$ cat src/rtl/target_render.sv
// target_render
//   Synthetic marker video source. Produces raster timing plus a compressed
//   3-bit pixel stream that shows up to four square targets. Each target has a
//   programmed centre and diameter. The stream feeds the marker detector
//   directly, with no colour compression stage in between.
//
//   Ports
//     clk_in          system clock
//     rst_in          synchronous active-high reset
//     wr_en_in        target register write strobe
//     wr_idx_in       target index 0..3
//     wr_x_in         target centre hcount
//     wr_y_in         target centre vcount
//     wr_diameter_in  target width in pixels
//     wr_valid_in     target enable
//     hcount_out      hcount of rgb_out
//     vcount_out      vcount of rgb_out
//     rgb_out         compressed pixel
//     line_start_out  high with the hcount_out==0 pixel
//     frame_start_out high with the (0,0) pixel
//     pixel_valid_out outputs carry a real pixel
//
//   Build option
//     TARGET_RING_EN  when defined, each target is a hollow square ring. The
//                     ring has a background-coloured centre of width
//                     2*(half>>1)+1. Pipeline latency does not change.
//
//   Latency: the outputs for internal position (h,v) appear two cycles later.
module target_render #(
    parameter int         H_TOTAL       = 1680,
    parameter int         V_TOTAL       = 1050,
    parameter int         H_ACTIVE      = 1280,
    parameter int         V_ACTIVE      = 1024,
    parameter logic [2:0] TARGET_COLOUR = 3'b111,
    parameter logic [2:0] BG_COLOUR     = 3'b000
) (
    input  logic        clk_in,
    input  logic        rst_in,
    input  logic        wr_en_in,
    input  logic [1:0]  wr_idx_in,
    input  logic [10:0] wr_x_in,
    input  logic [10:0] wr_y_in,
    input  logic [10:0] wr_diameter_in,
    input  logic        wr_valid_in,
    output logic [10:0] hcount_out,
    output logic [10:0] vcount_out,
    output logic [2:0]  rgb_out,
    output logic        line_start_out,
    output logic        frame_start_out,
    output logic        pixel_valid_out
);

    localparam logic [10:0] H_LAST = 11'(H_TOTAL - 1);
    localparam logic [10:0] V_LAST = 11'(V_TOTAL - 1);
    localparam logic [10:0] H_ACT  = 11'(H_ACTIVE);
    localparam logic [10:0] V_ACT  = 11'(V_ACTIVE);

    logic [10:0]      h_q, h_d, v_q, v_d;
    logic [3:0][10:0] stg_x_q, stg_x_d, stg_y_q, stg_y_d, stg_dia_q, stg_dia_d;
    logic [3:0]       stg_vld_q, stg_vld_d;
    logic [3:0][10:0] act_x_q, act_x_d, act_y_q, act_y_d, act_dia_q, act_dia_d;
    logic [3:0]       act_vld_q, act_vld_d;

    logic [10:0] s1_h_q, s1_h_d, s1_v_q, s1_v_d;
    logic [3:0]  s1_hit_q, s1_hit_d;
    logic        s1_act_q, s1_act_d, s1_ls_q, s1_ls_d, s1_fs_q, s1_fs_d;
    logic        s1_vld_q, s1_vld_d;

    logic [10:0] out_h_q, out_h_d, out_v_q, out_v_d;
    logic [2:0]  out_rgb_q, out_rgb_d;
    logic        out_ls_q, out_ls_d, out_fs_q, out_fs_d, out_vld_q, out_vld_d;

    logic        frame_wrap;

    // Raster counters, the staging register file and the frame latch.
    always_comb begin
        frame_wrap = (h_q == H_LAST) && (v_q == V_LAST);

        h_d = h_q + 11'd1;
        v_d = v_q;
        if (h_q == H_LAST) begin
            h_d = '0;
            v_d = (v_q == V_LAST) ? '0 : v_q + 11'd1;
        end

        // The copy reads the staging values from before this edge's write.
        // A write in the same cycle therefore waits for the next frame.
        act_x_d   = act_x_q;
        act_y_d   = act_y_q;
        act_dia_d = act_dia_q;
        act_vld_d = act_vld_q;
        if (frame_wrap) begin
            act_x_d   = stg_x_q;
            act_y_d   = stg_y_q;
            act_dia_d = stg_dia_q;
            act_vld_d = stg_vld_q;
        end

        stg_x_d   = stg_x_q;
        stg_y_d   = stg_y_q;
        stg_dia_d = stg_dia_q;
        stg_vld_d = stg_vld_q;
        if (wr_en_in) begin
            stg_x_d[wr_idx_in]   = wr_x_in;
            stg_y_d[wr_idx_in]   = wr_y_in;
            stg_dia_d[wr_idx_in] = wr_diameter_in;
            stg_vld_d[wr_idx_in] = wr_valid_in;
        end
    end

    // Per-target distance compare. The differences are 12-bit signed, so a
    // centre near 0 or beyond the active area cannot wrap.
    logic [3:0][11:0] diff_x, diff_y, mag_x, mag_y, half;
    logic [3:0]       hit;

    always_comb begin
        diff_x = '0;
        diff_y = '0;
        mag_x  = '0;
        mag_y  = '0;
        half   = '0;
        hit    = '0;
        for (int i = 0; i < 4; i++) begin
            diff_x[i] = {1'b0, h_q} - {1'b0, act_x_q[i]};
            diff_y[i] = {1'b0, v_q} - {1'b0, act_y_q[i]};
            mag_x[i]  = diff_x[i][11] ? 12'd0 - diff_x[i] : diff_x[i];
            mag_y[i]  = diff_y[i][11] ? 12'd0 - diff_y[i] : diff_y[i];
            half[i]   = {1'b0, act_dia_q[i]} >> 1;
            hit[i]    = act_vld_q[i] && (act_dia_q[i] != '0) &&
                        (mag_x[i] <= half[i]) && (mag_y[i] <= half[i]);
`ifdef TARGET_RING_EN
            if ((mag_x[i] <= (half[i] >> 1)) && (mag_y[i] <= (half[i] >> 1)))
                hit[i] = 1'b0;
`endif
        end
    end

    // Stage 1 registers the compares. Stage 2 merges the hits, selects the colour and drives the outputs.
    always_comb begin
        s1_h_d   = h_q;
        s1_v_d   = v_q;
        s1_hit_d = hit;
        s1_act_d = (h_q < H_ACT) && (v_q < V_ACT);
        s1_ls_d  = (h_q == '0);
        s1_fs_d  = (h_q == '0) && (v_q == '0);
        s1_vld_d = 1'b1;

        out_h_d   = s1_h_q;
        out_v_d   = s1_v_q;
        out_rgb_d = ((|s1_hit_q) && s1_act_q) ? TARGET_COLOUR : BG_COLOUR;
        out_ls_d  = s1_ls_q;
        out_fs_d  = s1_fs_q;
        out_vld_d = s1_vld_q;
    end

    always_ff @(posedge clk_in) begin
        if (rst_in) begin
            h_q       <= '0;
            v_q       <= '0;
            stg_x_q   <= '0;
            stg_y_q   <= '0;
            stg_dia_q <= '0;
            stg_vld_q <= '0;
            act_x_q   <= '0;
            act_y_q   <= '0;
            act_dia_q <= '0;
            act_vld_q <= '0;
            s1_h_q    <= '0;
            s1_v_q    <= '0;
            s1_hit_q  <= '0;
            s1_act_q  <= 1'b0;
            s1_ls_q   <= 1'b0;
            s1_fs_q   <= 1'b0;
            s1_vld_q  <= 1'b0;
            out_h_q   <= '0;
            out_v_q   <= '0;
            out_rgb_q <= '0;
            out_ls_q  <= 1'b0;
            out_fs_q  <= 1'b0;
            out_vld_q <= 1'b0;
        end else begin
            h_q       <= h_d;
            v_q       <= v_d;
            stg_x_q   <= stg_x_d;
            stg_y_q   <= stg_y_d;
            stg_dia_q <= stg_dia_d;
            stg_vld_q <= stg_vld_d;
            act_x_q   <= act_x_d;
            act_y_q   <= act_y_d;
            act_dia_q <= act_dia_d;
            act_vld_q <= act_vld_d;
            s1_h_q    <= s1_h_d;
            s1_v_q    <= s1_v_d;
            s1_hit_q  <= s1_hit_d;
            s1_act_q  <= s1_act_d;
            s1_ls_q   <= s1_ls_d;
            s1_fs_q   <= s1_fs_d;
            s1_vld_q  <= s1_vld_d;
            out_h_q   <= out_h_d;
            out_v_q   <= out_v_d;
            out_rgb_q <= out_rgb_d;
            out_ls_q  <= out_ls_d;
            out_fs_q  <= out_fs_d;
            out_vld_q <= out_vld_d;
        end
    end

    assign hcount_out      = out_h_q;
    assign vcount_out      = out_v_q;
    assign rgb_out         = out_rgb_q;
    assign line_start_out  = out_ls_q;
    assign frame_start_out = out_fs_q;
    assign pixel_valid_out = out_vld_q;

endmodule

$ cat config.mk
export PLATFORM = sky130hd
export DESIGN_NAME = target_render
export DESIGN_NICKNAME = d
export VERILOG_FILES = /design/src/rtl/target_render.sv
export SDC_FILE = /design/constraint.sdc
export NUM_CORES = 1
export LEC_CHECK = 0
export ABC_CLOCK_PERIOD_IN_PS = 3790
export BUFFER_PORTS_ARGS = -buffer_cell sky130_fd_sc_hd__buf_2
export CORE_ASPECT_RATIO = 0.7
export CORE_MARGIN = 2
export CORE_UTILIZATION = 40
export DETAILED_ROUTE_END_ITERATION = 8
export GPL_TIMING_DRIVEN = 0
export PLACE_DENSITY_LB_ADDON = 0.12
export REMOVE_ABC_BUFFERS = 1
export SETUP_SLACK_MARGIN = 0.1
export SYNTH_ARGS = -nofsm -noshare
export SYNTH_HDL_FRONTEND = slang
export SYNTH_SLANG_ARGS = --single-unit
$ cat constraint.sdc
create_clock -name clk_in -period 3.79 [get_ports clk_in]
set_input_delay 0.1895 -clock clk_in [delete_from_list [all_inputs] [get_ports clk_in]]
set_output_delay 0.1895 -clock clk_in [all_outputs]
set_load 0.02 [all_outputs]
==> results.toml, run 1 <==
[clocking]
clkSinkCount = 350
path_clk_slew_ps = 70
cts_htree_levels = 2
root_buffer = "clkbuf_16"
max-clock-path-buffers = 3
cts-buffers-inserted = 38
clkLatencyLatePin_ps = 560
tritoncts = "built"

[drt]
met3_length_um = 3083
drc = 0
routed_wl_um = 57610
drt_pass1_iterations = 5
final_antenna_net_count = 0
top_layer = "met4"
vias = 17820
dr_wl_met2_um = 24490
avgRoutedWirePerCell_um = 17.26
drt-vias-per-instance = 5.340
wl_met1_um = 29150
drt-initial-drc-count = 1312

[global_routing]
overflow = 0
first_global_vias = 16940
grt_max_degree = 158
grt_use_total_pct = 22.03
grt_antenna_before_repair = 0
grt_pass1_wl_um = 90580

[power]
vdd_ir_drop_max_v = 0.0003235
seqPwrFrac_pct = 41.4
switching_share_pct = 26.04
leakage_nw = 8.998
p_per_area_mw_per_mm2 = 385.7
power_frac_clock_pct = 44.9
internal-power_w = 0.006731
p_sw_w = 0.002370
combinationalPowerShare_pct = 13.8

[layout]
mostFrequentLayoutCells = "612 x nand2_1, 347 x a21oi_1, 333 x dfxtp_1, 174 x ha_1, 142 x inv_1"
area_growth_pct = 18.73
final_core_util_pct = 47.99
final_common_cell = "nand2_1"
nets = 2869
drive_gt1_share_pct = 12.10

[die]
core_area_mm2 = 0.04918
pin_count = 67
dieHeight_um = 190.5
start_util_pct = 40.42
rows = 68
die-area_mm2 = 0.05152
die_w_um = 270.4

[sta]
postLayoutSetupSlackWorst_ps = -446.7
maxSlewViolCount = 0
clock_skew_ps = 21.70
clock.fmax_mhz = 236.0
slew_headroom_pct = 34.51
rsz0062_at_grt = "true"
worst_pin_slew_ps = 979.4
hold_viol = 0
min_period_ps = 4237
finalHoldWorstSlack_ps = 122.7
min_period_over_period_pct = 111.8
setup_viol = 4

[setup_path]
path_cells = "clkinvlp_4, fa_2, nor2b_4, o2111ai_4, o21bai_1, nor3b_2, or2_1, or3_4, o21bai_1, xnor2_1, ha_1, nand4_1, nor2_1, a21oi_1, o21ai_0, o21ai_1, nand3_1, a211o_1, a2111oi_4"
worstPathArrival_ps = 4700
cp_slowest_cell = "fa_2"
crit_path_start = "h_q[1]"
cp_max_fo = 4
cpMostUsedCell = "o21bai_1"
reg2reg_from = "h_q[1]"
slowest_delay_ps = 470
path_class = "register to register"
start_kind = "register"
crit_required_ps = 4250
cp-end-kind = "register"

[status]
status = "finished with violations"
violations = "setup timing"

[place]
dp_hpwl_um = 40990
dp_slack_ps = -1472
gp_congestion = 0.8487
numPortBuffers = 66

[synthesis]
avgSynthCellArea_um2 = 7.734
netlist_area_mm2 = 0.01988
syn_inst = 2570
ys.flop_type = "dfxtp_1"
synth_top_area_share_pct = 35.25
ys_warn_count = 0
ys_seq_elements = 350
yosysTopAreaCell = "dfxtp_1"
synth_edf_count = 0
synth_area_leaders = "dfxtp_1 35%, nand2_1 12%, ha_1 11%, a21oi_1 8.9%, xnor2_1 3.3%"
async_reset_ff_share_pct = 0
synth_seq_area_share_pct = 35.25
post_synth_num_cell_types = 81

[worst_hold_path]
hold_class = "input pin to register"
hold_path.startpoint = "wr_idx_in[1]"

[job]
max_cap_violations = 0
cells in the mapped netlist, types with 12 or more instances:
library cell / instances
nand3_1: 55
nor3_1: 38
o2111ai_1: 18
xor2_1: 56
and2_1: 12
xnor2_1: 76
o21a_1: 14
nand2_1: 613
nor4_1: 14
inv_1: 147
nor2_1: 99
a31oi_1: 18
nor2b_1: 70
or3_1: 19
a21oi_1: 352
and3_1: 18
a211oi_1: 16
a21o_1: 31
nand4_1: 12
ha_1: 181
nand2b_1: 14
dfxtp_1: 350
or2_2: 12
o21ai_0: 47
clkbuf_1: 110
cell families after synthesis:
kind of cell             share of synthesized area (%)
AND/OR/NAND/NOR                                  23.29
AO/OA/AOI/OAI                                    17.99
flip-flops                                       35.25
buffers and inverters                            5.099
adder cells (fa/ha/maj)                          12.20
XOR/XNOR                                         5.817
multiplexers                                    0.3525
path summary, 6_finish.rpt:
kind | to | slack, ps | depth (start not counted)
hold reg to reg | hcount_out[6] | 440 | 1
setup / recovery | s1_hit_q[2] | -450 | 19
setup reg to reg | s1_hit_q[2] | -450 | 19
hold / removal | stg_y_q[9] | 120 | 4
routing by layer:
layer	GRT usage [%]	vias to the layer above
met1	32.46	8463
met2	34.01	380
li1	-	8908
met4	4.696	0
met3	3.135	69
met5	0	-
power groups by stage:
stage / Clock [W] / Combinational [W] / Sequential [W]
floorplan: 0 / 0.000739 / 0.00384
detailed placement: 0 / 0.00108 / 0.00385
finish: 0.00408 / 0.00125 / 0.00376
global route: 0.00434 / 0.00140 / 0.00377
CTS: 0.00418 / 0.00119 / 0.00377
global placement: 0 / 0.00105 / 0.00385
metrics by stage:
stage / TNS [ps] / std cells / instance area, um2 / power, W
global route: -2229 / 3335 / 23590 / 0.009507
finish: -1381 / 3337 / 23600 / 0.009101
CTS: -1490 / 3323 / 23190 / 0.009141
detailed placement: -5071 / 3192 / 20830 / 0.004931
global placement: -686780 / 3182 / 20580 / 0.004901
floorplan: -42880 / 2451 / 19410 / 0.004584
critical path: cells and delay by family, from the launching register on:
family / cells / cell delay, ps
fa+ha+maj: 2 / 750
simple gates: 7 / 1190
flops: 1 / 410
compound gates: 8 / 1400
xor+xnor: 1 / 170
buf+inv: 1 / 210
registers in the layout, summed over array words and instances, names as in the netlist, 4 cells and up:
signal,count
act_y_q,44
act_vld_q,4
stg_y_q,44
stg_dia_q,44
hcount_out,11
stg_x_q,44
act_dia_q,44
s1_v_d,11
stg_vld_q,4
act_x_q,44
h_q,11
s1_hit_q,4
out_v_d,11
vcount_out,11
out_h_d,11
layout make-up:
| class | instances | area (um2) |
|---|---|---|
| repair buffers | 150 | 1210 |
| inverters | 147 | 566.8 |
| multi-input cells | 1954 | 12560 |
| clock inverters | 17 | 270.3 |
| diodes | 2 | 5.005 |
| well taps | 665 | 832.0 |
| fillers | 4912 | 25580 |
| clock buffers | 52 | 1104 |
| flip-flops and latches | 350 | 7056 |
repair_timing:
item                                   in CTS  in global routing
endpoints found under the hold margin     153                  0
hold buffers                               35                  0
pin swaps                                  35                 43
setup endpoints to repair                 111                111
buffers inserted                           28                 13
resized for setup                         100                 61
Power figures use the tool's default switching activity.
==> run 2: changes to the inputs <==
- BUFFER_PORTS_ARGS: -buffer_cell sky130_fd_sc_hd__buf_2 -> -buffer_cell sky130_fd_sc_hd__buf_4
==> run 2 against run 1 <==
Largest power group unchanged. Critical path type unchanged. First-iteration DRC count shrank 11%. Total power rose by 2.4%. The run still ends with setup timing left. Non-clock buffer count rose by 11.
==> results.toml, run 2 (synthesis gave the netlist of run 1 again) <==
[setup_path]
cp_max_fo = 9
cp-end-kind = "register"
rr_worst_depth = 19
crit_required_ps = 4250
crit_path_start = "h_q[2]"
path_class = "register to register"
reg2reg_from = "h_q[2]"
r2r-end = "s1_hit_q[2]"
r2r_slack_ps = -480
worstPathArrival_ps = 4730
start_kind = "register"

[drt]
drt_pass1_iterations = 7
drt-initial-drc-count = 1164
final_antenna_net_count = 0
avgRoutedWirePerCell_um = 17.41
routed_wl_um = 58270
drt-vias-per-instance = 5.321
vias = 17810
drc = 0

[worst_hold_path]
hold_path.startpoint = "wr_idx_in[1]"
holdPathEnd = "stg_x_q[3]"
hold_class = "input pin to register"
min_delay_path_depth = 4

[die]
die_w_um = 270.4
rows = 68
pin_count = 67
dieHeight_um = 190.5
core_area_mm2 = 0.04918
die-area_mm2 = 0.05152
start_util_pct = 40.42

[clocking]
max-clock-path-buffers = 3
root_buffer = "clkbuf_16"
clkLatencyLatePin_ps = 570
clkSinkCount = 350
path_clk_slew_ps = 60
cts_htree_levels = 2
cts-buffers-inserted = 39
tritoncts = "built"

[sta]
maxSlewViolCount = 0
setup_viol = 4
clock.fmax_mhz = 234.3
slew_headroom_pct = 33.96
min_period_over_period_pct = 112.6
postLayoutSetupSlackWorst_ps = -477.2
worst_pin_slew_ps = 986.2
hold_viol = 0
min_period_ps = 4267
rsz0062_at_grt = "true"
clock_skew_ps = 20.11

[global_routing]
grt_antenna_before_repair = 0
grt_use_total_pct = 22.30
grt_max_degree = 154
first_global_vias = 16960
grt_pass1_wl_um = 91260
overflow = 0

[layout]
final_cells = 3347
final_common_cell = "nand2_1"
area_growth_pct = 20.00
final_core_util_pct = 48.50
nets = 2881
mostFrequentLayoutCells = "612 x nand2_1, 347 x a21oi_1, 333 x dfxtp_1, 176 x ha_1, 142 x inv_1"
multi_input_area_mm2 = 0.01250
diodes = 0
fillers = 4899
drive_gt1_share_pct = 11.97
seqCellArea_mm2 = 0.007056

[power]
leakage_nw = 9.108
vdd_ir_drop_max_v = 0.0002973
p_per_area_mw_per_mm2 = 390.7

[status]
status = "finished with violations"
violations = "setup timing"

[job]
max_cap_violations = 0

[place]
gp_congestion = 0.8429
numPortBuffers = 66
numPlacedInstances = 3191
dp_hpwl_um = 40740
-- run 2: changes by cell type in the layout (fill, tap and decap cells not counted), moves of 3 or more --
| cell | delta |
|---|---|
| xor2_1 | +3 |
| inv_6 | -3 |
| buf_2 | -65 |
| clkbuf_16 | +3 |
| o22ai_1 | +3 |
| clkbuf_8 | -3 |
| buf_4 | +75 |
| xor2_2 | -3 |
| clkinv_2 | +4 |
-- run 2: layer usage --
layer	up-vias	global-route usage [%]	wire length [um]
met5	-	0	0
met4	0	6.035	1233
met3	74	2.695	2643
met1	8468	33.37	30450
met2	345	33.56	23940
li1	8923	-	-
-- run 2: repair_timing --
item                       4_1_cts  5_1_grt
hold endpoints to repair       156        0
pin swaps                       36       52
buffers inserted                31       20
gates resized for setup         97       56
hold buffers                    35        0
setup endpoints to repair       80        4
-- run 2: worst max-delay path, cell delays in order, from the launching register on --
cell and delay [ps]:
dfxtp_4 410, ha_1 400, nor2b_4 170, o21a_1 200, buf_4 140, o41ai_2 390
nor3b_4 90, or2_1 250, or3_4 340, o21bai_1 160, xnor2_1 170, ha_1 280
nand4_1 90, nor2_2 70, a21oi_2 100, o21ai_1 70, o21ai_1 160, nand3_1 120
a211o_1 310, a2111oi_4 240
-- run 2: power by group --
group | total, W | switching (W) | leakage (nW) | internal (W)
Sequential | 0.00376 | 0.0000332 | 2.84 | 0.00373
Clock | 0.00428 | 0.00163 | 0.710 | 0.00266
Combinational | 0.00127 | 0.000728 | 5.56 | 0.000542
Total | 0.00932 | 0.00239 | 9.11 | 0.00693
-- run 2: layout make-up --
class / instances / area share [%]
tap: 665 / 3.489
clock buffer: 53 / 4.784
multi-input combinational: 1954 / 52.43
clock inverter: 17 / 1.228
inverter: 147 / 2.376
sequential: 350 / 29.58
timing repair buffer: 161 / 6.112
-- run 2: metrics by stage --
step	worst slack [ps]	total power [W]	instance area, um2	hold WS (ps)	TNS [ps]
final	-477.2	0.009318	23850	92.49	-1626
after detailed placement	-1707	0.004941	20970	426.5	-9786
after CTS	-592.6	0.009364	23400	66.89	-1876
after global placement	-3915	0.004910	20740	418.8	-488820
after floorplan	-466.5	0.004584	19410	256.2	-42880
after global routing	-669.6	0.009734	23850	94.21	-2278
-- run 2: worst max path at each step --
| stage | end | slack, ps | cells after the start |
|---|---|---|---|
| 5_1_grt | s1_hit_q[2] | -670 | 20 |
| 2_1_floorplan | s1_v_d[0] | -470 | 6 |
| 6_report | s1_hit_q[2] | -480 | 19 |
| 4_1_cts | s1_hit_q[0] | -590 | 18 |
| 3_5_place_dp | s1_hit_q[0] | -1710 | 17 |
| 3_3_place_gp | s1_v_d[10] | -3920 | 6 |
